**config.mk**
```make
export PLATFORM = sky130hd
export DESIGN_NAME = div_seq_ctrl
export DESIGN_NICKNAME = d
export VERILOG_FILES = /design/src/rtl/div_seq_ctrl_pkg.sv /design/src/rtl/div_seq_ctrl_sign_fix.sv /design/src/rtl/div_seq_ctrl.sv
export SDC_FILE = /design/constraint.sdc
export NUM_CORES = 1
export LEC_CHECK = 0
export BUFFER_PORTS_ARGS = -buffer_cell sky130_fd_sc_hd__buf_4
export CAP_MARGIN = 20
export CORE_UTILIZATION = 35
export CTS_BUF_LIST = sky130_fd_sc_hd__clkbuf_2 sky130_fd_sc_hd__clkbuf_4 sky130_fd_sc_hd__clkbuf_8
export DETAILED_ROUTE_END_ITERATION = 7
export PLACE_DENSITY_LB_ADDON = 0.08
export SLEW_MARGIN = 20
export SYNTH_ARGS = -nofsm -noshare
export SYNTH_HDL_FRONTEND = slang
export SYNTH_SLANG_ARGS = --single-unit
```
**constraint.sdc**
```tcl
create_clock -name clk -period 2.75 [get_ports clk]
set_clock_uncertainty 0.05 [all_clocks]
set_input_delay 0.1375 -clock clk [delete_from_list [all_inputs] [get_ports clk]]
set_output_delay 0.1375 -clock clk [all_outputs]
set_load 0.05 [all_outputs]
```
**src/rtl/div_seq_ctrl_pkg.sv**
```systemverilog
// Shared definitions for the divider sequencer: datapath width, FSM state
// encodings and the operand sign helper.
package div_seq_ctrl_pkg;

    localparam int DIV_W = 32;

    typedef enum logic [2:0] {
        DIV_ST_IDLE  = 3'd0,
        DIV_ST_SEND  = 3'd1,
        DIV_ST_WAIT  = 3'd2,
        DIV_ST_DONE  = 3'd3,
        DIV_ST_DRAIN = 3'd4
    } div_state_e;

    // An operand counts as negative only for a signed (DIV) request.
    function automatic logic operand_neg(input logic is_signed, input logic msb);
        return is_signed & msb;
    endfunction

endpackage

```
**src/rtl/div_seq_ctrl_sign_fix.sv**
```systemverilog
// Conditional two's-complement negate, used both for operand abs() and for
// result sign restoration. Negating the most negative value yields itself.
module div_sign_fix #(
    parameter int W = 32
) (
    input  logic         i_neg,
    input  logic [W-1:0] i_value,
    output logic [W-1:0] o_value
);

    assign o_value = i_neg ? (~i_value + {{(W-1){1'b0}}, 1'b1}) : i_value;

endmodule

```
**src/rtl/div_seq_ctrl.sv**
```systemverilog
// Sequencer between EXE and an AXI-stream unsigned divider IP.
// Optional feature macro: DIV_ZERO_BYPASS_EN (zero divisor skips the IP).
module div_seq_ctrl
    import div_seq_ctrl_pkg::*;
#(
    parameter int W = DIV_W
) (
    input  logic           clk,
    input  logic           reset,
    input  logic           req_valid,
    input  logic           req_signed,
    input  logic [W-1:0]   req_src1,
    input  logic [W-1:0]   req_src2,
    input  logic           res_ack,
    input  logic           flush,
    output logic           busy,
    output logic           done,
    output logic [W-1:0]   quotient,
    output logic [W-1:0]   remainder,
    output logic [W-1:0]   dvd_tdata,
    output logic           dvd_tvalid,
    input  logic           dvd_tready,
    output logic [W-1:0]   dvs_tdata,
    output logic           dvs_tvalid,
    input  logic           dvs_tready,
    input  logic [2*W-1:0] dout_tdata,
    input  logic           dout_tvalid
);

    div_state_e   r_state;
    div_state_e   w_next_state;

    logic         r_dvd_sent;
    logic         r_dvs_sent;
    logic         r_flushed;
    logic         r_sq;
    logic         r_sr;
    logic [W-1:0] r_dvd_data;
    logic [W-1:0] r_dvs_data;
    logic [W-1:0] r_quotient;
    logic [W-1:0] r_remainder;

    logic         w_s1;
    logic         w_s2;
    logic [W-1:0] w_dvd_abs;
    logic [W-1:0] w_dvs_abs;
    logic [W-1:0] w_q_fix;
    logic [W-1:0] w_r_fix;
    logic         w_dvd_hs;
    logic         w_dvs_hs;
    logic         w_dvd_done;
    logic         w_dvs_done;
    logic         w_bypass;
    logic         w_accept;
    logic         w_load_res;
    logic         w_set_flushed;

    assign w_s1 = operand_neg(req_signed, req_src1[W-1]);
    assign w_s2 = operand_neg(req_signed, req_src2[W-1]);

`ifdef DIV_ZERO_BYPASS_EN
    assign w_bypass = (req_src2 == '0);
`else
    assign w_bypass = 1'b0;
`endif

    div_sign_fix #(.W(W)) u_fix_dvd (
        .i_neg   (w_s1),
        .i_value (req_src1),
        .o_value (w_dvd_abs)
    );

    div_sign_fix #(.W(W)) u_fix_dvs (
        .i_neg   (w_s2),
        .i_value (req_src2),
        .o_value (w_dvs_abs)
    );

    div_sign_fix #(.W(W)) u_fix_quo (
        .i_neg   (r_sq),
        .i_value (dout_tdata[2*W-1:W]),
        .o_value (w_q_fix)
    );

    div_sign_fix #(.W(W)) u_fix_rem (
        .i_neg   (r_sr),
        .i_value (dout_tdata[W-1:0]),
        .o_value (w_r_fix)
    );

    assign dvd_tvalid = (r_state == DIV_ST_SEND) && !r_dvd_sent;
    assign dvs_tvalid = (r_state == DIV_ST_SEND) && !r_dvs_sent;
    assign dvd_tdata  = r_dvd_data;
    assign dvs_tdata  = r_dvs_data;

    assign w_dvd_hs   = dvd_tvalid && dvd_tready;
    assign w_dvs_hs   = dvs_tvalid && dvs_tready;
    assign w_dvd_done = r_dvd_sent || w_dvd_hs;
    assign w_dvs_done = r_dvs_sent || w_dvs_hs;

    assign busy      = (r_state == DIV_ST_SEND) || (r_state == DIV_ST_WAIT) ||
                       (r_state == DIV_ST_DONE);
    assign done      = (r_state == DIV_ST_DONE);
    assign quotient  = r_quotient;
    assign remainder = r_remainder;

    // NOTE: every signal driven here gets a default first, so no path can
    // leave one unassigned and infer a latch.
    always_comb begin
        w_next_state  = r_state;
        w_accept      = 1'b0;
        w_load_res    = 1'b0;
        w_set_flushed = 1'b0;
        case (r_state)
            DIV_ST_IDLE: begin
                if (req_valid && !flush) begin
                    w_accept     = 1'b1;
                    w_next_state = w_bypass ? DIV_ST_DONE : DIV_ST_SEND;
                end
            end
            DIV_ST_SEND: begin
                // Once any operand reached the IP it will produce a result
                // that must be swallowed, so a flush can no longer abort.
                if (w_dvd_done && w_dvs_done) begin
                    w_next_state = (flush || r_flushed) ? DIV_ST_DRAIN : DIV_ST_WAIT;
                end else if (flush) begin
                    if (!w_dvd_done && !w_dvs_done) begin
                        w_next_state = DIV_ST_IDLE;
                    end else begin
                        w_set_flushed = 1'b1;
                    end
                end
            end
            DIV_ST_WAIT: begin
                if (flush) begin
                    w_next_state = dout_tvalid ? DIV_ST_IDLE : DIV_ST_DRAIN;
                end else if (dout_tvalid) begin
                    w_load_res   = 1'b1;
                    w_next_state = DIV_ST_DONE;
                end
            end
            DIV_ST_DONE: begin
                if (flush || res_ack) begin
                    w_next_state = DIV_ST_IDLE;
                end
            end
            DIV_ST_DRAIN: begin
                if (dout_tvalid) begin
                    w_next_state = DIV_ST_IDLE;
                end
            end
            default: w_next_state = DIV_ST_IDLE;
        endcase
    end

    // NOTE: state is updated with non-blocking assignments so every register
    // samples the pre-edge values regardless of statement order.
    always_ff @(posedge clk) begin
        if (reset) begin
            r_state     <= DIV_ST_IDLE;
            r_dvd_sent  <= 1'b0;
            r_dvs_sent  <= 1'b0;
            r_flushed   <= 1'b0;
            r_sq        <= 1'b0;
            r_sr        <= 1'b0;
            r_dvd_data  <= '0;
            r_dvs_data  <= '0;
            r_quotient  <= '0;
            r_remainder <= '0;
        end else begin
            r_state <= w_next_state;
            if (w_accept) begin
                r_dvd_sent <= 1'b0;
                r_dvs_sent <= 1'b0;
                r_flushed  <= 1'b0;
                r_sq       <= w_s1 ^ w_s2;
                r_sr       <= w_s1;
                r_dvd_data <= w_dvd_abs;
                r_dvs_data <= w_dvs_abs;
            end else begin
                if (w_dvd_hs)      r_dvd_sent <= 1'b1;
                if (w_dvs_hs)      r_dvs_sent <= 1'b1;
                if (w_set_flushed) r_flushed  <= 1'b1;
            end
            if (w_accept && w_bypass) begin
                r_quotient  <= '1;
                r_remainder <= req_src1;
            end else if (w_load_res) begin
                r_quotient  <= w_q_fix;
                r_remainder <= w_r_fix;
            end
        end
    end

endmodule

```
* Word-level counts from Yosys, hierarchy flattened
Cells that the tools add are included.
** Word-level totals
- ROM bits :: 0
- Bits in writable memories :: 0
- Memories :: 0
- Bits in registers :: 136
- Output and inout bits :: 132
- Latch bits :: 0
** Operators by class
- Bitwise gates (word level) :: 7
- Reductions and logical operators :: 21
- Muxes and demuxes :: 24
- Multipliers :: 0
- Shifts and indexed selects :: 0
- Eq/ne operators :: 10
- Divide/modulo/power cells :: 0
- Order comparisons :: 0
- Add/subtract/negate cells :: 4
** Operators by type and width (count)
- adder 32 x 1 -> 32 bit (second input constant) :: 4
- 2-to-1 mux 32 bit :: 4
- NOT 32 bit :: 4
- 2-to-1 mux 3 bit :: 10
- case mux 3 bit (5 select lines) :: 1
- 2-to-1 mux 1 bit :: 9
- logical AND 1 bit :: 7
- == test 3 x 2 -> 1 bit (second input constant) :: 2
- logical OR 1 bit :: 6
- AND reduction 6 bit :: 1
- zero test 1 bit :: 5
- inequality test 2 bit (second input constant) :: 2
- == test 3 x 1 -> 1 bit (second input constant) :: 1
- == test 3 bit (second input constant) :: 1
- zero test 3 bit :: 1
- inequality test 3 x 1 -> 1 bit (second input constant) :: 1
- inequality test 3 x 2 -> 1 bit (second input constant) :: 1
- inequality test 3 bit (second input constant) :: 1
- AND 1 bit :: 2
- inequality test 2 x 1 -> 1 bit (second input constant) :: 1
- OR reduction 2 bit :: 1
- bitwise XOR 1 bit :: 1

* Longest topological paths before layout
Gate-level depths: netlist (run 1).
- Word-level depth :: 10
- Depth in mapped cells :: 8
- Depth with buffers taken out :: 7

* By module
Synthesis (run 1) repeated with hierarchy kept, for this count alone.
** Unflattened totals
- Cell total of the unflattened synthesis :: 1014
- Area total of the unflattened synthesis :: 7953.9 um2
** By module, submodules not included
- div_seq_ctrl :: times used 1, area each 4845.9 um2, sequential area each 2722.6 um2, cells an instance 618
- div_sign_fix :: times used 4, area each 777.0 um2, sequential area each 0.0 um2, cells an instance 99

* Worst setup path before layout (run 1)
No wires, ideal clock.
- Path type :: register -> register
- From :: register r_state[0]
- To :: register r_dvd_data[26], in the netlist dvd_tdata[26]
- Data arrival time :: 1.999 ns
- Library setup time :: 0.122 ns
- Stages on the path, launching flop included :: 9
- Path slack :: 0.579 ns
- Period minus slack after synthesis :: 2.171 ns
- Buffers on the path :: 3
- Cells stage by stage :: dfxtp_1 > clkbuf_1 > or4b_1 > or2_2 > buf_2 > clkbuf_1 > nand2_1 > a21oi_1 > a311o_1
** On the way
- Longest elaborated chain between the ends :: 2
** RTL lines
- start: declaration :: RTL line div_seq_ctrl.sv:30 : div_state_e r_state;
- start signal: assignment :: RTL line div_seq_ctrl.sv:171 : r_state <= w_next_state;
- zero test 3 bit :: RTL line div_seq_ctrl.sv:114 : case (r_state)
- 2-to-1 mux 1 bit :: RTL line div_seq_ctrl.sv:114
- end signal: assignment :: RTL line div_seq_ctrl.sv:178 : r_dvd_data <= w_dvd_abs;
- end: declaration :: RTL line div_seq_ctrl.sv:38 : logic [W-1:0] r_dvd_data;
No other way between the ends.
A chain may end at the register's enable or synchronous reset.

* Worst setup path in the final report (run 1)
- From :: input dout_tdata[0]
- To :: register r_remainder[28], in the netlist remainder[28]
** On the way
- Longest elaborated chain between the ends :: 3
** RTL lines
- start: declaration :: RTL line div_seq_ctrl.sv:26 : input logic [2*W-1:0] dout_tdata,
- NOT 32 bit :: RTL line div_seq_ctrl_sign_fix.sv:11 : assign o_value = i_neg ? (~i_value + {{(W-1){1'b0}}, 1'b1}) : i_value;
- adder 32 x 1 -> 32 bit :: RTL line div_seq_ctrl_sign_fix.sv:11
- 2-to-1 mux 32 bit :: RTL line div_seq_ctrl_sign_fix.sv:11
- end signal: assignment :: RTL line div_seq_ctrl.sv:187 : r_remainder <= req_src1;
- end signal: assignment :: RTL line div_seq_ctrl.sv:190 : r_remainder <= w_r_fix;
- end: declaration :: RTL line div_seq_ctrl.sv:41 : logic [W-1:0] r_remainder;
No other way between the ends.

==> metrics.cfg, run 1 <==
[run_status]
outcome = finished, final reports clean

[floorplanning]
core_region_area_mm2 = 0.0226
die_h_um = 154
io_pins = 269
rows = 55
start_util = 0.357
die_area_mm2 = 0.0237
die_x_um = 154

[synth]
ys_top_cells_by_area = dfxtp_1 34%, xor2_1 6.2%, a21oi_1 4.6%, nor2_1 4.5%, a211oi_1 4.5%
synthDominantCellAreaShare = 0.337
yosys_register_bits = 136
synth_area_leader_cell = dfxtp_1
synth_seq_area_share = 0.337
postSynth.topFlopCell = dfxtp_1
yosysWarningCount = 0
synthCells = 1030
avgSynthCellArea_um2 = 7.85
synth_nets = 1171
syn_area_mm2 = 0.00809
synth.distinct_cells = 65
synth-edff-count = 0
fraction_of_registers_with_async_set_reset = 0

[route]
viasPerCell = 5.31
met3RoutedLength_um = 1550
wl_per_cell_um = 16.5
drtIter0Drc = 381
drtPass1Iterations = 5
num_vias = 8968
m1WireLength_um = 12700
postRouteAntennaNets = 0
dr_wl_met2_um = 13300
routed_wirelength_um = 27900
route.detailed.drc = 0
top_signal_layer_used = met4

[sta]
rsz_0062_raised_after_global_routing = no
least_margin_pin_slew_ps = 827
finalCritPeriodShare = 0.922
clock.fmax_mhz = 395
finalSetupTns_ps = 0
maxSlewViolCount = 0
setup_viol = 0
slew_headroom = 0.448
period_needed_ps = 2530
final_hold_viol_count = 0

[clocking]
cts-htree-levels = 4
cts_tree = done
maximum_clock_path_buffer_count = 2
postCtsSetupRepairBufs = 0
clock-root-buffer = clkbuf_8
cts-buffers-inserted = 17
clkSinkCount = 136
clkSlewWorstSetupHoldPaths_ps = 80
worstSkewPairLatency_ps = 450

[worst_hold_path]
hold-path-endpoint = remainder[3]
number_of_instances_on_the_worst_hold_path = 3
hp-start = dout_tdata[3]
hold_class = primary input to flop

[worst_setup_path]
critical_path_peak_fanout = 9
path_cells = dlygate4sd3_1 > buf_4 > inv_1 > ha_1 > or3b_1 > or4_1 > nor4_1 > mux2i_1 > o22ai_1
worst_ep_arrival_time_ps = 2790
critical_path.reg2reg.startpoint = r_state[0]
regToRegSetupSlack_ps = 290
critical_path.endpoint_type = flop
ff2ff_path_depth = 6
reg2reg_to = dvs_tdata[17]
criticalPathCategory = primary input to flop
worst_ep_required_time_ps = 3010
worst_path_largest_cell_delay_ps = 720
slowest_stage = or4_1
critPathLaunchType = primary input

[power_and_ir_drop]
ir_worst_vdd_mv = 0.250
cellPowerDensity_mw_per_mm2 = 437
total_leakage_power_nw = 4.60

[finish]
fin_cells = 1689
final_nets = 1532
fillCellCount = 2168
fraction_of_layout_instances_using_a_drive_strength_above_1 = 0.249
areaGrowthSynthToFinish_pct = 49.4
total_inserted_antenna_cells = 0

[global_routing]
antenna_found_initial = 0
grt_pass1_vias = 8601
grt_start_max_net_pins = 91
grt_remaining_overflow = 0
grtUsageTotal = 0.234
grt_first_pass_wirelength_um = 44600

[place]
port_buffers = 268
gp_routability_congestion = 0.816
placed_cells_incl_taps = 1535
post-dp-hpwl_um = 19300

[job]
cap_violations = 0

through the flow:
| stage | util | setup slack (ps) | cell area (µm²) | hold WS (ps) | power [mW] |
|---|---|---|---|---|---|
| 6_report | 0.533 | 216 | 12100 | 22.8 | 5.28 |
| 5_1_grt | 0.533 | 62.3 | 12100 | 11.7 | 5.53 |
| 4_1_cts | 0.533 | 164 | 12100 | 3.91 | 5.34 |
| 3_5_place_dp | 0.460 | 329 | 10400 | 323 | 3.29 |
| 3_3_place_gp | 0.460 | 336 | 10400 | 323 | 3.28 |
| 2_1_floorplan | - | 579 | 8090 | 205 | 2.79 |
layout by cell type (no fill, tap or decap), drive strengths merged, types with 41 or more instances in the layout:
cell         instances
buf                294
dfxtp              136
dlygate4sd3        122
nor2                98
nand2               85
a21oi               74
o21ai               62
xor2                57
a211oi              48
nor3                41
layout make-up:
type / count / area [µm²] / area share
inverter: 18 / 67.6 / 0.00559
multi-input combinational: 802 / 5030 / 0.416
sequential: 136 / 2720 / 0.225
clock inverter: 14 / 196 / 0.0163
clock buffer: 18 / 241 / 0.0200
timing repair buffer: 416 / 3470 / 0.287
tap: 285 / 357 / 0.0295
critical path, delay by kind of cell:
kind,cells,cell delay [ps]
adder cells (fa/ha/maj),1,150
AO/OA/AOI/OAI,1,90
multiplexers,1,220
AND/OR/NAND/NOR,3,1460
buffers and inverters,3,750
cells by family after synthesis:
family	share of synthesized area
adder cells (fa/ha/maj)	0.00619
XOR/XNOR	0.0802
flip-flops	0.337
buffers and inverters	0.0446
multiplexers	0.0241
AND/OR/NAND/NOR	0.270
AO/OA/AOI/OAI	0.238
worst max-delay path by stage:
| stage | startpoint | end | slack (ps) | cells past startpoint |
|---|---|---|---|---|
| after floorplan | r_state[0] | dvd_tdata[26] | 580 | 8 |
| after global placement | dout_tdata[0] | remainder[28] | 340 | 8 |
| after detailed placement | dout_tdata[0] | remainder[28] | 330 | 8 |
| after CTS | req_src2[12] | dvs_tdata[29] | 160 | 8 |
| after global routing | dout_tdata[32] | quotient[22] | 60 | 10 |
| final | dout_tdata[0] | remainder[28] | 220 | 9 |
state kept, by name, indices dropped and copies added, names as in the netlist:
register    count
dvs_tdata      32
r_state         3
r_dvd_sent      1
r_sr            1
quotient       32
r_sq            1
r_flushed       1
r_dvs_sent      1
dvd_tdata      32
remainder      32
Yosys cell counts (18+ instances only):
master / instances
nor3_1: 39
dfxtp_1: 136
inv_1: 18
clkbuf_1: 62
nor4_1: 35
or3_1: 24
o31ai_1: 22
a21oi_1: 74
nand2_1: 85
nor2_1: 97
xor2_1: 57
a211oi_1: 48
nand3_1: 31
o21ai_0: 62
layer usage:
layer,GRT usage,up-vias
li1,-,4562
met1,0.296,4122
met2,0.405,257
met3,0.0502,27
met4,0.0557,0
met5,0,-
timing repair:
action                     4_1_cts  5_1_grt
setup endpoints to repair        0        1
resized for setup                0        1
hold endpoints to repair       122        0
hold buffers                   122        0
report_power, final:
part	switching (mW)	internal (mW)
clock	0.888	1.01
sequential	0.0480	2.04
combinational	0.756	0.533
total	1.69	3.58
Power figures use the tool's default switching activity.
==> run 2, diff against run 1 <==
Settings changed: ABC_AREA set to 1.
==> run 2 against run 1 <==
Die area increased by 9.3%. Critical path depth unchanged. Highest routed layer unchanged. Final area increased by 3.7%. Sequential share of layout area decreased by 0.80 points. Cell count increased by 29%. Clock-buffer cell count up 6. Global-route usage grew 0.22 points. Critical endpoint is now dvs_tdata[7]. Setup slack improved by 480 ps.
==> metrics.cfg, run 2 <==
[synth]
synth_common_cells = 414 x nand2_1, 265 x nor2_1, 179 x inv_1
yosys_register_bits = 136  ; unchanged
synth_top_family_by_area = simple AND/OR/NAND/NOR gates
synth_seq_area_share = 0.308  ; -0.0290
synth_area_leader_cell = dfxtp_1
post_synth_fa_ha_maj_area_fraction = 0.00566  ; -0.000532
synthCells = 1496  ; +45%
synth-edff-count = 0  ; unchanged
yosys.area_share.xor_xnor = 0.0465  ; -0.0336
synth.distinct_cells = 39  ; -40%
synthDominantCellAreaShare = 0.308  ; -0.0290
fraction_of_registers_with_async_set_reset = 0  ; unchanged
synth-compound-area-share = 0.138  ; -0.100
postSynth.topFlopCell = dfxtp_1
yosysWarningCount = 0  ; unchanged
yosysMostFrequentCell = nand2_1
avgSynthCellArea_um2 = 5.91  ; -25%
ys_top_cells_by_area = dfxtp_1 31%, nand2_1 18%, nor2_1 11%, inv_1 7.6%, nand3_1 6.6%
synth_nets = 1637  ; +40%
synthMuxAreaShare = 0  ; -0.0241
syn_area_mm2 = 0.00885  ; +9.4%
synthSimpleGateAreaFrac = 0.390  ; +0.120

[floorplanning]
start_util = 0.361  ; +0.00345
core_region_area_mm2 = 0.0245  ; +8.4%
die_x_um = 161  ; +4.5%
io_pins = 269  ; unchanged
die_area_mm2 = 0.0259  ; +9.3%
rows = 57  ; +3.6%
die_h_um = 161  ; +4.5%

[sta]
finalCritPeriodShare = 0.746  ; -0.175
finalSetupTns_ps = 0  ; unchanged
rsz_0062_raised_after_global_routing = no
period_needed_ps = 2050  ; -482 ps
maxSlewViolCount = 0  ; unchanged
timing.hold.ws_ps = 27.4  ; +4.60 ps
setup_viol = 0  ; unchanged
clock.fmax_mhz = 487  ; +24%
final_hold_viol_count = 0  ; unchanged
least_margin_pin_slew_ps = 607  ; -220 ps
setup_slack_ps = 698  ; +482 ps
slew_headroom = 0.595  ; +0.148

[clocking]
worstSkewPairLatency_ps = 440  ; about the same
maximum_clock_path_buffer_count = 2  ; unchanged
clock-root-buffer = clkbuf_8
postCtsResizedCells = 0  ; unchanged
cts-buffers-inserted = 17  ; unchanged
clkSlewWorstSetupHoldPaths_ps = 80  ; about the same
clkSinkCount = 136  ; unchanged
cts_hold_repair.buffers = 101  ; -17%
cts-htree-levels = 4  ; unchanged
cts_tree = done
postCtsSetupRepairBufs = 0  ; unchanged

[worst_setup_path]
worst_ep_arrival_time_ps = 2350  ; -440 ps
worst_path_largest_cell_delay_ps = 420  ; -300 ps
critical_path.endpoint_type = flop
critPathLaunchType = flop
timing.critical_path.buf_inv = 4  ; +1
path_common_cell = nand2_1
critical_path_peak_fanout = 51  ; +42
criticalPathCategory = flop to flop
path_cells = nor2_2 > nand2_1 > inv_2 > nand3_4 > inv_4 > buf_4 > nand2_1 > o221ai_1 > inv_1
timing.critical_path.max_delay_family = buffers and inverters
slowest_stage = inv_4
worst_ep_required_time_ps = 3040  ; +30 ps

[global_routing]
busiest_layer = met2
grt_start_max_net_pins = 63  ; -31%
grtUsageMet2 = 0.395  ; -0.00980
grtUsageTotal = 0.237  ; +0.00224
grt_remaining_overflow = 0  ; unchanged
grt_pass1_vias = 9673  ; +12%
antenna_found_initial = 1  ; +1
globalRouteMet3Util = 0.0442  ; -0.00600
gr-usage-met1 = 0.315  ; +0.0188
grt_first_pass_wirelength_um = 49100  ; +10%

[finish]
fraction_of_layout_instances_using_a_drive_strength_above_1 = 0.182  ; -0.0667
finalCoreUtilization = 0.510  ; -0.0230
areaGrowthSynthToFinish_pct = 41.6
layout_commonest_cell = nand2_1
fillCellCount = 2603  ; +20%
fin_cells = 2183  ; +29%
final_cell_mix = 414 x nand2_1, 280 x buf_4, 265 x nor2_1
final_nets = 1987  ; +30%
postLayoutCellArea_mm2 = 0.0125  ; +3.7%

[place]
port_buffers = 268  ; unchanged
post-dp-hpwl_um = 23100  ; +20%
gp_routability_congestion = 0.892  ; +9.3%
placement.cell_area_mm2 = 0.0111  ; +6.6%
pre_cts_slack_ps = 688  ; +359 ps
placed_cells_incl_taps = 2050  ; +34%

[route]
route.detailed.drc = 0  ; unchanged
routed_wirelength_um = 30900  ; +11%
drtIter0Drc = 681  ; +79%
postRouteAntennaNets = 0  ; unchanged
drtPass1Iterations = 6  ; +1
num_vias = 10364  ; +16%
viasPerCell = 4.75  ; -11%
wl_per_cell_um = 14.1  ; -14%

[worst_hold_path]
hold_class = primary input to flop

[power_and_ir_drop]
cellPowerDensity_mw_per_mm2 = 595  ; +36%
totalPowerFinal_mw = 7.45  ; +41%
ir_worst_vdd_mv = 0.387  ; +55%
total_leakage_power_nw = 6.25  ; +36%

[run_status]
outcome = finished, final reports clean

[job]
cap_violations = 0  ; unchanged

[run 2: cell count changes in the layout (fill, tap and decap cells not counted), moves of 21 or more]
cell and delta:
nand2_1 +329, nor2_1 +169, inv_1 +161, nand3_1 +85
a211oi_1 -48, o21ai_0 +38, nor3_1 -35, nor4_1 -35
o21ai_1 +28, or3_1 -24, dlygate4sd3_1 -21, o31ai_1 -21
[run 2: power breakdown]
group | leakage, nW | internal, mW | total (mW) | switching, mW
Clock | 0.212 | 0.979 | 1.80 | 0.817
Combinational | 4.93 | 1.04 | 3.20 | 2.16
Sequential | 1.11 | 2.26 | 2.45 | 0.189
[run 2: final timing paths]
kind                        from       endpoint  slack, ps  cells after the start
setup / recovery      r_state[0]   dvs_tdata[7]        700                      9
hold / removal    dout_tdata[57]   quotient[25]         30                      5
setup reg to reg      r_state[0]   dvs_tdata[7]        700                      9
hold reg to reg    dvd_tdata[22]  dvd_tdata[22]        410                      2
[run 2: worst min-delay path: stages]
cell      delay [ps]
buf_4             90
inv_1             50
nor2_1           100
o21bai_1          80
inv_1             40
[run 2: layout make-up]
cell class | count | area (µm²) | area share
Clock inverter | 7 | 120 | 0.00959
Multi-Input combinational cell | 1120 | 5130 | 0.410
Clock buffer | 24 | 293 | 0.0234
Tap cell | 324 | 405 | 0.0324
Antenna cell | 1 | 2.50 | 0.000200
Timing Repair Buffer | 382 | 3130 | 0.250
Inverter | 189 | 712 | 0.0569
Sequential cell | 136 | 2720 | 0.217
[run 2: cell families after synthesis]
kind of cell / Yosys count
AO/OA/AOI/OAI: 229
buffers and inverters: 240
flip-flops: 136
XOR/XNOR: 47
adder cells (fa/ha/maj): 4
AND/OR/NAND/NOR: 840
[run 2: per-layer routing]
| metal | wire [µm] | share of wire |
|---|---|---|
| met4 | 257 | 0.0083 |
| met2 | 14300 | 0.46 |
| met3 | 1870 | 0.061 |
| met5 | 0 | 0 |
| met1 | 14400 | 0.47 |
==> run 3, diff against run 2 <==
Settings changed: ABC_AREA 1 to 0.
Clock period 2.75 ns to 2 ns, I/O delays scaled along.
==> run 3 against run 2 <==
Final area up 3.5%. Clock power is 33% higher. The run now ends with setup timing left. Flip-flop and latch count unchanged. Global-route usage rose by 0.54 points. Clock-buffer cell count fell by 6. Die area is 8.5% lower. Cell count decreased by 19%. Critical endpoint is now remainder[22]. Setup slack worse by 740 ps. Register-to-register slack got worse by 730 ps.
==> metrics.cfg, run 3 (same netlist as run 1, synthesis figures left out) <==
[floorplanning]
core_region_area_mm2 = 0.0226  ; -7.7%
rows = 55  ; -3.5%
die_h_um = 154  ; -4.3%
start_util = 0.357  ; -0.00345
die_area_mm2 = 0.0237  ; -8.5%
die_x_um = 154  ; -4.3%
io_pins = 269  ; unchanged

[sta]
clock.fmax_mhz = 490
least_margin_pin_slew_ps = 732  ; +125 ps
rsz_0062_raised_after_global_routing = yes
finalCritPeriodShare = 1.02
setup_viol = 10  ; +10
maxSlewViolCount = 0  ; unchanged
final_hold_viol_count = 0  ; unchanged
setup_slack_ps = -40.0  ; -738 ps
period_needed_ps = 2040
slew_headroom = 0.512  ; -0.0836

[place]
pre_cts_slack_ps = -277  ; -965 ps
post-dp-hpwl_um = 20600  ; -11%
placement.cell_area_mm2 = 0.0111  ; about the same
gp_routability_congestion = 0.863  ; -3.2%
port_buffers = 268  ; unchanged

[finish]
layout_commonest_cell = buf_4
multi_input_area_mm2 = 0.00524  ; +2.0%
fraction_of_layout_instances_using_a_drive_strength_above_1 = 0.320  ; +0.138
final-seq-area_mm2 = 0.00272  ; about the same
areaGrowthSynthToFinish_pct = 60.2
final_nets = 1615  ; -19%
postLayoutCellArea_mm2 = 0.0130  ; +3.5%
fillCellCount = 2161  ; -17%
finalCoreUtilization = 0.572  ; +0.0618
final_cell_mix = 370 x buf_4, 135 x dfxtp_1, 115 x dlygate4sd3_1

[global_routing]
grt_pass1_vias = 8822  ; -8.8%
antenna_found_initial = 2  ; +1
grt_start_max_net_pins = 62  ; -1.6%
grt_first_pass_wirelength_um = 46300  ; -5.6%
grt_remaining_overflow = 0  ; unchanged
grtUsageTotal = 0.242  ; +0.00542

[worst_setup_path]
critical_path.reg2reg.startpoint = r_state[0]
reg2reg_to = dvd_tdata[26]
critical_path.endpoint_type = flop
critical_path_peak_fanout = 4  ; -92%
ff2ff_path_depth = 7  ; -2
path_cells = dlygate4sd3_1 > buf_4 > or3_1 > or4b_2 > o31ai_2 > xor2_1 > a21oi_1
slowest_stage = or4b_2
critPathCapture = remainder[22]
worst_ep_required_time_ps = 2290  ; -750 ps
regToRegSetupSlack_ps = -30  ; -730 ps
critPathLaunchType = primary input
crit_path_start = dout_tdata[13]
worst_path_largest_cell_delay_ps = 660  ; +240 ps
criticalPathCategory = primary input to flop
worst_ep_arrival_time_ps = 2330  ; -20 ps

[route]
wl_per_cell_um = 16.4  ; +16%
drtIter0Drc = 472  ; -31%
route.detailed.drc = 0  ; unchanged
viasPerCell = 5.33  ; +12%
postRouteAntennaNets = 0  ; unchanged
routed_wirelength_um = 29100  ; -5.6%
drtPass1Iterations = 6  ; unchanged
num_vias = 9463  ; -8.7%

[power_and_ir_drop]
total_leakage_power_nw = 5.12  ; -18%
cellPowerDensity_mw_per_mm2 = 556  ; -6.5%
totalPowerFinal_mw = 7.21  ; -3.3%
ir_worst_vdd_mv = 0.319  ; -18%

[clocking]
maximum_clock_path_buffer_count = 2  ; unchanged
clock-root-buffer = clkbuf_8
worstSkewPairLatency_ps = 440  ; about the same
cts-buffers-inserted = 17  ; unchanged
cts_tree = done
cts-htree-levels = 4  ; unchanged
clkSlewWorstSetupHoldPaths_ps = 100  ; +20 ps
clkSinkCount = 136  ; unchanged

[job]
cap_violations = 0  ; unchanged

[run_status]
violations = setup timing
outcome = finished, violations left

[worst_hold_path]
hold_class = primary input to flop

## run 3: how the worst min path moves through the flow
stage,start,end,slack (ps),cells after the start
floorplan,dout_tdata[31],remainder[31],170,1
global placement,dout_tdata[31],remainder[31],300,2
detailed placement,dout_tdata[31],remainder[31],310,2
CTS,dout_tdata[16],remainder[17],2,4
global route,dout_tdata[8],remainder[8],1,4
finish,dout_tdata[17],remainder[18],30,4
## run 3: per-layer routing
metal,track usage,wire length [µm],vias to the layer above
li1,-,-,4748
met4,0.0610,303,0
met2,0.387,13300,254
met3,0.0465,1470,18
met5,0,0,-
met1,0.333,14100,4443
## run 3: layout make-up
class,instances,share of cell area
diodes,2,0.000386
clock buffers,18,0.0186
clock inverters,14,0.0127
inverters,18,0.00522
multi-input cells,802,0.404
flip-flops and latches,136,0.210
well taps,285,0.0275
repair buffers,499,0.321
## run 3: power by group
group | internal, mW | leakage (nW) | switching [mW] | total [mW]
combinational | 0.846 | 3.81 | 1.09 | 1.93
clock | 1.16 | 0.202 | 1.24 | 2.40
sequential | 2.81 | 1.10 | 0.0653 | 2.88
total | 4.82 | 5.12 | 2.39 | 7.21
## run 3: per-stage QoR
stage	TNS (ps)	instances	hold slack, ps
final	-219	1774	29.3
after global routing	-635	1774	1.35
after CTS	-74.2	1769	1.74
after detailed placement	-5200	1619	311
after global placement	-4570	1619	300
after floorplan	-371	1030	168
## run 3: repair_timing
action / 4_1_cts / 5_1_grt
endpoints found under the hold margin: 117 / 0
resized for setup: 8 / 45
endpoints found under the setup margin: 14 / 33
cloned: 0 / 1
pin swaps: 4 / 8
hold buffers: 115 / 0
setup buffers: 3 / 2
## run 3: critical path: cells and delay by family
kind | cells | cell delay (ps)
AND/OR/NAND/NOR | 2 | 1000
AO/OA/AOI/OAI | 2 | 350
XOR/XNOR | 1 | 190
buffers and inverters | 2 | 690
